File: src/rtl/universal_shift_register.sv
// Universal shift register: hold, shift right, shift left or parallel load,
// selected by a 2-bit mode per rising clock edge. Synchronous active-high reset.
// Optional serial taps of the end bits are enabled by defining USR_SERIAL_OUT_EN.
module universal_shift_register #(
  parameter int unsigned WIDTH = 4
) (
  input  logic             clk,
  input  logic             reset,
  input  logic [1:0]       ctrl,
  input  logic             serial_in_right,
  input  logic             serial_in_left,
  input  logic [WIDTH-1:0] parallel_in,
`ifdef USR_SERIAL_OUT_EN
  output logic             serial_out_right,
  output logic             serial_out_left,
`endif
  output logic [WIDTH-1:0] out
);

  typedef enum logic [1:0] {
    MODE_HOLD  = 2'b00,
    MODE_RIGHT = 2'b01,
    MODE_LEFT  = 2'b10,
    MODE_LOAD  = 2'b11
  } mode_t;

  mode_t            mode;
  logic [WIDTH-1:0] out_d;
  logic [WIDTH-1:0] out_q;

  assign mode = mode_t'(ctrl);

  // Next register value for the selected mode
  always_comb begin
    out_d = out_q;
    case (mode)
      MODE_HOLD:  out_d = out_q;
      MODE_RIGHT: out_d = {serial_in_left, out_q[WIDTH-1:1]};
      MODE_LEFT:  out_d = {out_q[WIDTH-2:0], serial_in_right};
      MODE_LOAD:  out_d = parallel_in;
      default:    out_d = out_q;
    endcase
  end

  // State register; reset overrides every mode
  always_ff @(posedge clk) begin
    if (reset) begin
      out_q <= '0;
    end else begin
      out_q <= out_d;
    end
  end

  assign out = out_q;

`ifdef USR_SERIAL_OUT_EN
  assign serial_out_right = out_q[0];
  assign serial_out_left  = out_q[WIDTH-1];
`endif

endmodule

File: config.mk
export PLATFORM = sky130hd
export DESIGN_NAME = universal_shift_register
export DESIGN_NICKNAME = d
export VERILOG_FILES = /design/src/rtl/universal_shift_register.sv
export SDC_FILE = /design/constraint.sdc
export NUM_CORES = 1
export LEC_CHECK = 0
export BUFFER_PORTS_ARGS = -buffer_cell sky130_fd_sc_hd__buf_2
export CAP_MARGIN = 20
export CORE_AREA = 2 2 39 41
export CTS_BUF_LIST = sky130_fd_sc_hd__clkbuf_8
export CTS_CLUSTER_DIAMETER = 80
export DETAILED_ROUTE_END_ITERATION = 16
export DIE_AREA = 0 0 41 43
export PLACE_DENSITY = 0.43
export SLEW_MARGIN = 0
export SYNTH_ARGS = -nofsm -noshare
export SYNTH_HDL_FRONTEND = slang
export SYNTH_SLANG_ARGS = --single-unit
File: constraint.sdc
create_clock -name clk -period 1.1 [get_ports clk]
set_input_delay 0.055 -clock clk [delete_from_list [all_inputs] [get_ports clk]]
set_output_delay 0.055 -clock clk [all_outputs]
set_load 0.02 [all_outputs]
## After elaboration in Yosys (flattened, before gate mapping)

Index checks and enable logic that the tools add are counted.

- Bits in registers: 4
- Bits in latches: 0
- Bits in writable memories: 0
- Bits in read-only memories: 0
- Input bits: 10
- Output and inout bits: 4
- Logic and storage cells: 6
- Memories: 0

- $add $sub $neg: 0
- Multipliers: 0
- Divide/modulo/power cells: 0
- $lt $le $gt $ge: 0
- Equality and inequality tests: 3
- Shift operators: 0
- Multiplexer cells: 1
- Bitwise logic cells: 0
- Reduce and logical (&&, ||, !) cells: 1

Operators by type and width:

| cell | count |
|---|---|
| $pmux 4 s3 | 1 |
| $eq 2x2->1 const B | 2 |
| $eq 2x1->1 const B | 1 |
| $logic_not 2->1 | 1 |

## Depth between registers and ports, before layout

Gate-level depths: netlist of the first run.

- Depth after elaboration: 2
- Depth in mapped cells: 2

## Least setup slack after synthesis of the first run

Ideal clock, no wire load.

- Kind: flip-flop to flip-flop
- Start: register out_q[1] (netlist: out[1])
- End: register out_q[0] (netlist: out[0])
- Setup time: 114 ps
- Arrival time: 990 ps
- Data required time: 986 ps
- Slack: -4 ps
- Cell stages (with the launch flop): 3
- Buffers on the path: 0
- Cell sequence: dfxtp_1 -> mux4_1 -> nor2b_1

- Cells in the longest elaborated chain, start to end: 1

Ends and longest elaborated chain:

| item | RTL line | RTL |
|---|---|---|
| start, declared | 29 | `logic [WIDTH-1:0] out_q;` |
| start signal, assigned | 50 | `out_q <= out_d;` |
| $pmux 4 s3 | 36 | `case (mode)` |

Every way passes these cells.
A chain may end at the register's enable or synchronous reset.

## Worst setup path in the final report of the first run

Same ends and word-level chain as after synthesis.

==> results.txt, run 1 <==
initial antenna violation count -> 0
total gr overflow -> 0
setup TNS -> 0 ns
Critical Path RT -> 1.21 ns
area of the multi-input gates -> 119 µm²
Area contributors post-synth -> dfxtp_1 (40%), mux4_2 (34%), mux4_1 (13%), nor2b_1 (13%)
maximum clock frequency -> 948 MHz
Largest register FFs -> 4
final WL -> 546 µm
crit path capture type -> flip-flop
Worst Path Arrival -> 1.16 ns
post-synth top area share -> 40.3%
Layout Utilization -> 23.6%
leading cell type in the layout, fill and taps excluded -> buf_2
skew final -> 0.0000997 ns
global-route wire length before repair -> 903 µm
Max-slew headroom -> 91.7%
CTS Buf Count -> 3
DRC Markers -> 0
critical-path cell list -> mux4_1 -> nor2b_1
share of cells above drive strength 1 -> 71.4%
Post-Syn Area -> 199 µm²
P_leak -> 0.152 nW
Post-DRT Antenna Nets -> 0
Starting Density -> 14.4%
CTS tree -> yes
row count -> 14
Slew @ Worst Pin -> 0.125 ns
most frequent cells in the layout -> buf_2 (13), nor2b_1 (4), mux4_2 (3), clkbuf_8 (3), dfxtp_1 (3)
DIE WIDTH -> 41 µm
first drt pass iteration count -> 1
RSZ-0062 raised after global routing -> no
# Max-Cap Violations -> 0
pins over their slew limit -> 0
yosys warns -> 0
Pwr Density -> 1680 nW/µm²
die height -> 43 µm
hold_buf cts -> 0
clock root cell -> clkbuf_8
critical path's slowest cell -> mux4_1
CP peak stage delay -> 0.49 ns
startpoint types -> flip-flop
syn_area_per_cell -> 16.6 µm²
top-level I/O count -> 14
die area -> 1760 µm²
nets@finish -> 40
number of fill cells -> 162
Ant. Diodes -> 0
# H-tree levels -> 1
violation count after the first detailed-route iteration -> 0
pre-CTS setup slack -> 0.0431 ns
WL/cell -> 12.4 µm
PostCTS Resize Cnt -> 0
Seq/Total Area, Yosys -> 40.3%
Final period util -> 95.9%
clock transition at the registers of the reported paths -> 0.03 ns
Via-to-Cell Ratio -> 3.91
vias -> 172
fin crit period -> 1.05 ns
largest net degree at the start of global routing -> 5
syn_nets -> 22
status -> complete, no violations
register bit count reported by yosys -> 4
All-Layer GR Usage -> 8.18%
VDD IR max -> 284 µV
RePlAce Congestion -> 0.611
Final Hold Vio Count -> 0
Yosys cell types -> 4
Core Box Area -> 1380 µm²
crit path kind -> reg -> reg
clk sinks -> 4
port bufs -> 13
CTS max path bufs -> 2
vias in the first global route -> 213
DP Cell Count -> 41
register area -> 81.3 µm²
postcts setup bufs -> 0
final setup violation count -> 0
CP Max Fanout -> 4
Area Overhead vs Synth -> 64.2%
cells after synthesis -> 12
Synth area leader -> dfxtp_1
Final Non-Filler Cells -> 44
fin worst setup slack -> 0.0452 ns
Worst-Skew Late Latency -> 0.21 ns
Tightest Hold Check Type -> in -> reg
## per-layer routing
metal | global-route usage, % | routed length [µm] | share of wire (%)
met5 | 0 | 0 | 0
met4 | 8.00 | 12 | 2.2
met3 | 3.14 | 7 | 1.3
met2 | 14.1 | 369 | 68
met1 | 5.90 | 156 | 29
## Yosys cell counts
master / n
dfxtp_1: 4
mux4_1: 1
mux4_2: 3
nor2b_1: 4
## area by class of cell
class,count,area share (%)
multi-input cells,8,36.4
repair buffers,13,19.9
well taps,16,6.13
flip-flops and latches,4,24.9
clock buffers,3,12.6
## report_power, final
part | internal (mW) | leakage, nW | switching (mW) | total, mW
registers | 0.156 | 0.0333 | 0.00817 | 0.164
logic | 0.0451 | 0.0968 | 0.0309 | 0.0760
clock network | 0.233 | 0.0216 | 0.0742 | 0.307
## kinds of logic after synthesis
kind of cell / Yosys count / share of synthesized area [%]
AND/OR/NAND/NOR: 4 / 12.6
multiplexers: 4 / 47.2
flip-flops: 4 / 40.3
## critical path: cells and delay by family, from the launching register on
family	cells	cell delay [ns]
mux	1	0.49
simple gates	1	0.14
flops	1	0.32
## per-stage QoR
stage | cell area (µm²) | hold slack, ns | power (mW)
2_1_floorplan | 200 | 0.119 | 0.207
4_1_cts | 327 | 0.0479 | 0.559
3_3_place_gp | 285 | 0.271 | 0.242
3_5_place_dp | 285 | 0.271 | 0.243
6_report | 327 | 0.0487 | 0.548
5_1_grt | 327 | 0.0528 | 0.580
## worst paths after layout
kind	startpoint	endpoint	slack (ns)	depth (start not counted)
setup / recovery	out[1]	out[0]	0.05	2
hold / removal	reset	out[3]	0.05	2
hold reg to reg	out[3]	out[3]	0.71	2
setup reg to reg	out[1]	out[0]	0.05	2
Note: power is estimated with default switching activity, not from simulation.
==> run 2: changes to the inputs <==
--- a/config.mk
+++ b/config.mk
@@ -7,12 +7,14 @@
 export LEC_CHECK = 0
 export BUFFER_PORTS_ARGS = -buffer_cell sky130_fd_sc_hd__buf_2
 export CAP_MARGIN = 20
+export CELL_PAD_IN_SITES_DETAIL_PLACEMENT = 2
+export CELL_PAD_IN_SITES_GLOBAL_PLACEMENT = 2
 export CORE_AREA = 2 2 39 41
 export CTS_BUF_LIST = sky130_fd_sc_hd__clkbuf_8
-export CTS_CLUSTER_DIAMETER = 80
+export CTS_CLUSTER_DIAMETER = 40
 export DETAILED_ROUTE_END_ITERATION = 16
 export DIE_AREA = 0 0 41 43
-export PLACE_DENSITY = 0.43
+export PLACE_DENSITY = 0.6
 export SLEW_MARGIN = 0
 export SYNTH_ARGS = -nofsm -noshare
 export SYNTH_HDL_FRONTEND = slang
==> results.txt, run 2 (synthesis results as in run 1) <==
CTS Buf Count -> 3 (unchanged)
critical path's slowest cell -> mux4_2
final WL -> 550 µm (+0.73%)
clock transition at the registers of the reported paths -> 0.03 ns (about the same)
share of cells above drive strength 1 -> 71.4% (unchanged)
sum of buffers and inverters on the critical path -> 0 (unchanged)
Pwr Density -> 1700 nW/µm² (+1.2%)
Slew @ Worst Pin -> 0.169 ns (+0.0435 ns)
most frequent cells in the layout -> buf_2 (13), nor2b_1 (4), mux4_2 (3), clkbuf_8 (3), dfxtp_1 (3)
port bufs -> 13 (unchanged)
fin worst setup slack -> 0.0465 ns (+0.00128 ns)
setup TNS -> 0 ns (unchanged)
DIE WIDTH -> 41 µm (unchanged)
Worst Path Arrival -> 1.16 ns (about the same)
number of fill cells -> 156 (-3.7%)
# Max-Cap Violations -> 0 (unchanged)
fin crit period -> 1.05 ns (-0.00128 ns)
pre-CTS setup slack -> 0.0552 ns (+0.0120 ns)
CTS max path bufs -> 2 (unchanged)
row count -> 14 (unchanged)
postcts setup bufs -> 0 (unchanged)
Critical Path RT -> 1.21 ns (about the same)
Via-to-Cell Ratio -> 4.14 (+5.8%)
skew final -> 0.00150 ns (+0.00140 ns)
Worst-Skew Late Latency -> 0.22 ns (about the same)
VDD IR max -> 396 µV (+40%)
final setup violation count -> 0 (unchanged)
RSZ-0062 raised after global routing -> no
register area -> 81.3 µm² (unchanged)
Core Box Area -> 1380 µm² (unchanged)
initial antenna violation count -> 0 (unchanged)
total gr overflow -> 0 (unchanged)
Post-DRT Antenna Nets -> 0 (unchanged)
Layout Utilization -> 23.6% (unchanged)
die height -> 43 µm (unchanged)
Ant. Diodes -> 0 (unchanged)
WL/cell -> 12.5 µm (+0.73%)
Max-slew headroom -> 88.7% (-2.9 points)
die area -> 1760 µm² (unchanged)
status -> complete, no violations
hold_buf cts -> 0 (unchanged)
CP Max Fanout -> 4 (unchanged)
vias in the first global route -> 187 (-12%)
CP top delay family -> multiplexers
DP Cell Count -> 41 (unchanged)
Final Non-Filler Cells -> 44 (unchanged)
crit path kind -> reg -> reg
Starting Density -> 14.4% (unchanged)
Tightest Hold Check Type -> in -> reg
maximum clock frequency -> 949 MHz (+0.12%)
leading cell type in the layout, fill and taps excluded -> buf_2
CP peak stage delay -> 0.46 ns (-0.03 ns)
PostCTS Resize Cnt -> 0 (unchanged)
critical-path cell list -> mux4_2 -> nor2b_1
top-level I/O count -> 14 (unchanged)
nets@finish -> 40 (unchanged)
area of the multi-input gates -> 119 µm² (unchanged)
clock root cell -> clkbuf_8
P_leak -> 0.152 nW (unchanged)
All-Layer GR Usage -> 7.76% (-0.42 points)
Tot Pwr -> 0.554 mW (+1.2%)
CTS tree -> yes
vias -> 182 (+5.8%)
first drt pass iteration count -> 2 (+1)
RePlAce Congestion -> 0.636 (+4.0%)
pins over their slew limit -> 0 (unchanged)
global-route wire length before repair -> 862 µm (-4.5%)
Area Overhead vs Synth -> 64.2% (unchanged)
DRC Markers -> 0 (unchanged)
crit path capture type -> flip-flop
Final Hold Vio Count -> 0 (unchanged)
violation count after the first detailed-route iteration -> 2 (+2)
startpoint types -> flip-flop
Largest register FFs -> 4 (unchanged)
clk sinks -> 4 (unchanged)
Final period util -> 95.8% (-0.12 points)
largest net degree at the start of global routing -> 5 (unchanged)
# H-tree levels -> 1 (unchanged)
run 2: cell counts in the layout (fill, tap and decap cells not counted):
Identical to the previous run, type by type.
run 2: worst reg2reg max path: cells and delay by family, from the launching register on:
kind,cells,cell delay [ns]
flops,1,0.34
simple gates,1,0.14
mux,1,0.46
run 2: path summary, 6_finish.rpt:
check         start     end  slack, ns  cells after the start
min           reset  out[1]       0.05                      2
max          out[2]  out[1]       0.05                      2
max reg2reg  out[2]  out[1]       0.05                      2
min reg2reg  out[1]  out[0]       0.70                      2
run 2: final cells by class:
type,instances,share of cell area [%]
multi-input combinational,8,36.4
timing repair buffer,13,19.9
tap,16,6.13
clock buffer,3,12.6
sequential,4,24.9
run 2: layer usage:
layer  vias up  share of wire, %  wire, µm  track usage [%]
li1         81                 -         -                -
met1        85                44       242             9.12
met2        14                37       206             9.69
met3         2                17        95             6.28
met4         0               1.1         6             4.00
met5         -                 0         0                0
run 2: power by group:
part	total (mW)	leakage (nW)	internal, mW	switching (mW)
Combinational	0.0758	0.0968	0.0451	0.0307
Clock	0.314	0.0216	0.234	0.0801
Sequential	0.165	0.0333	0.156	0.00847
run 2: stage by stage:
step	instance area [µm²]	hold slack, ns
global placement	285	0.270
floorplan	200	0.119
global route	327	0.0529
finish	327	0.0459
detailed placement	285	0.276
CTS	327	0.0438
==> run 3: changes to the inputs <==
--- a/config.mk
+++ b/config.mk
@@ -15,6 +15,7 @@
 export DETAILED_ROUTE_END_ITERATION = 16
 export DIE_AREA = 0 0 41 43
 export PLACE_DENSITY = 0.6
+export REMOVE_ABC_BUFFERS = 1
 export SLEW_MARGIN = 0
 export SYNTH_ARGS = -nofsm -noshare
 export SYNTH_HDL_FRONTEND = slang
==> results.txt, run 3 (synthesis results as in run 1) <==
first drt pass iteration count -> 2 (unchanged)
CTS tree -> yes
initial antenna violation count -> 0 (unchanged)
share of cells above drive strength 1 -> 67.9% (-3.6 points)
status -> complete, no violations
CP peak stage delay -> 0.51 ns (+0.05 ns)
CTS Buf Count -> 3 (unchanged)
Via-to-Cell Ratio -> 4.11 (-0.55%)
postcts setup bufs -> 0 (unchanged)
port bufs -> 13 (unchanged)
PostCTS Resize Cnt -> 0 (unchanged)
pins over their slew limit -> 0 (unchanged)
nets@finish -> 40 (unchanged)
Ant. Diodes -> 0 (unchanged)
Critical Path RT -> 1.21 ns (about the same)
crit path kind -> reg -> reg
Worst-Skew Late Latency -> 0.22 ns (about the same)
Worst Path Arrival -> 1.18 ns (+0.02 ns)
Int Pwr -> 0.434 mW (-0.15%)
Slew @ Worst Pin -> 0.160 ns (-0.00890 ns)
most frequent cells in the layout -> buf_2 (13), nor2b_1 (4), dfxtp_1 (4)
Final period util -> 97.5% (+1.7 points)
final setup violation count -> 0 (unchanged)
WL/cell -> 13.6 µm (+8.5%)
Switching Share -> 21.3% (-0.24 points)
CP Max Fanout -> 4 (unchanged)
Largest register FFs -> 4 (unchanged)
vias -> 181 (-0.55%)
startpoint types -> flip-flop
Pwr Density -> 1700 nW/µm² (about the same)
RePlAce Congestion -> 0.720 (+13%)
largest net degree at the start of global routing -> 5 (unchanged)
total gr overflow -> 0 (unchanged)
top-level I/O count -> 14 (unchanged)
leading cell type in the layout, fill and taps excluded -> buf_2
fin crit period -> 1.07 ns (+0.0190 ns)
die height -> 43 µm (unchanged)
clock transition at the registers of the reported paths -> 0.03 ns (about the same)
clk sinks -> 4 (unchanged)
global-route wire length before repair -> 883 µm (+2.4%)
Combinational Power Share -> 14.1% (+0.4 points)
sw power -> 0.117 mW (-1.6%)
die area -> 1760 µm² (unchanged)
final WL -> 597 µm (+8.5%)
Core Box Area -> 1380 µm² (unchanged)
Starting Density -> 14.4% (unchanged)
DRC Markers -> 0 (unchanged)
setup TNS -> 0 ns (unchanged)
RSZ-0062 raised after global routing -> no
Clk pwr share -> 56.2% (-0.4 points)
WHS -> 0.0556 ns (+0.00969 ns)
maximum clock frequency -> 932 MHz (-1.8%)
skew final -> 0.00338 ns (+0.00189 ns)
Layout Utilization -> 23.5% (-0.090 points)
hold_buf cts -> 0 (unchanged)
All-Layer GR Usage -> 8.18% (+0.42 points)
P_leak -> 0.151 nW (-0.27%)
CP top delay family -> multiplexers
DIE WIDTH -> 41 µm (unchanged)
# H-tree levels -> 1 (unchanged)
CTS max path bufs -> 2 (unchanged)
Post-DRT Antenna Nets -> 0 (unchanged)
violation count after the first detailed-route iteration -> 5 (+3)
Seq pwr share -> 29.8% (about the same)
critical-path cell list -> mux4_1 -> nor2b_1
vias in the first global route -> 209 (+12%)
clock root cell -> clkbuf_8
crit path capture type -> flip-flop
critical path's slowest cell -> mux4_1
row count -> 14 (unchanged)
Area Overhead vs Synth -> 63.5%
# Max-Cap Violations -> 0 (unchanged)
sum of buffers and inverters on the critical path -> 0 (unchanged)
Tightest Hold Check Type -> in -> reg
Max-slew headroom -> 89.3% (+0.59 points)
Final Hold Vio Count -> 0 (unchanged)
VDD IR max -> 451 µV (+14%)
run 3: cell counts in the layout (fill, tap and decap cells not counted):
No cell type changed its count.
run 3: through the flow:
stage / instances / area (µm²) / worst slack (ns) / power (mW)
global route: 44 / 325 / 0.00115 / 0.577
detailed placement: 41 / 284 / 0.0231 / 0.245
finish: 44 / 325 / 0.0275 / 0.552
floorplan: 12 / 199 / -0.00396 / 0.207
CTS: 44 / 325 / 0.0185 / 0.564
global placement: 41 / 284 / 0.0797 / 0.241
run 3: per-layer routing:
metal,wire length (µm),up-vias,share of wire [%],track usage (%)
met3,47,0,7.9,6.28
li1,-,81,-,-
met4,0,0,0,2.00
met1,265,90,44,9.84
met5,0,-,0,0
met2,284,10,48,11.3
run 3: power by group through the flow:
stage	sequential [mW]	combinational, mW	clock, mW
2_1_floorplan	0.175	0.0313	0
3_3_place_gp	0.165	0.0762	0
3_5_place_dp	0.166	0.0792	0
4_1_cts	0.164	0.0795	0.320
5_1_grt	0.165	0.0836	0.328
6_report	0.164	0.0776	0.310
run 3: final cells by class:
type	count	area [µm²]
flip-flops and latches	4	80.1
fillers	152	1060
repair buffers	13	65.1
multi-input cells	8	119
clock buffers	3	41.3
well taps	16	20.0
run 3: final timing paths:
check / start / slack, ns / endpoint / cells after the start
setup / recovery: out[1] / 0.03 / out[0] / 2
hold / removal: reset / 0.06 / out[0] / 2
setup reg to reg: out[1] / 0.03 / out[0] / 2
hold reg to reg: out[3] / 0.72 / out[2] / 2
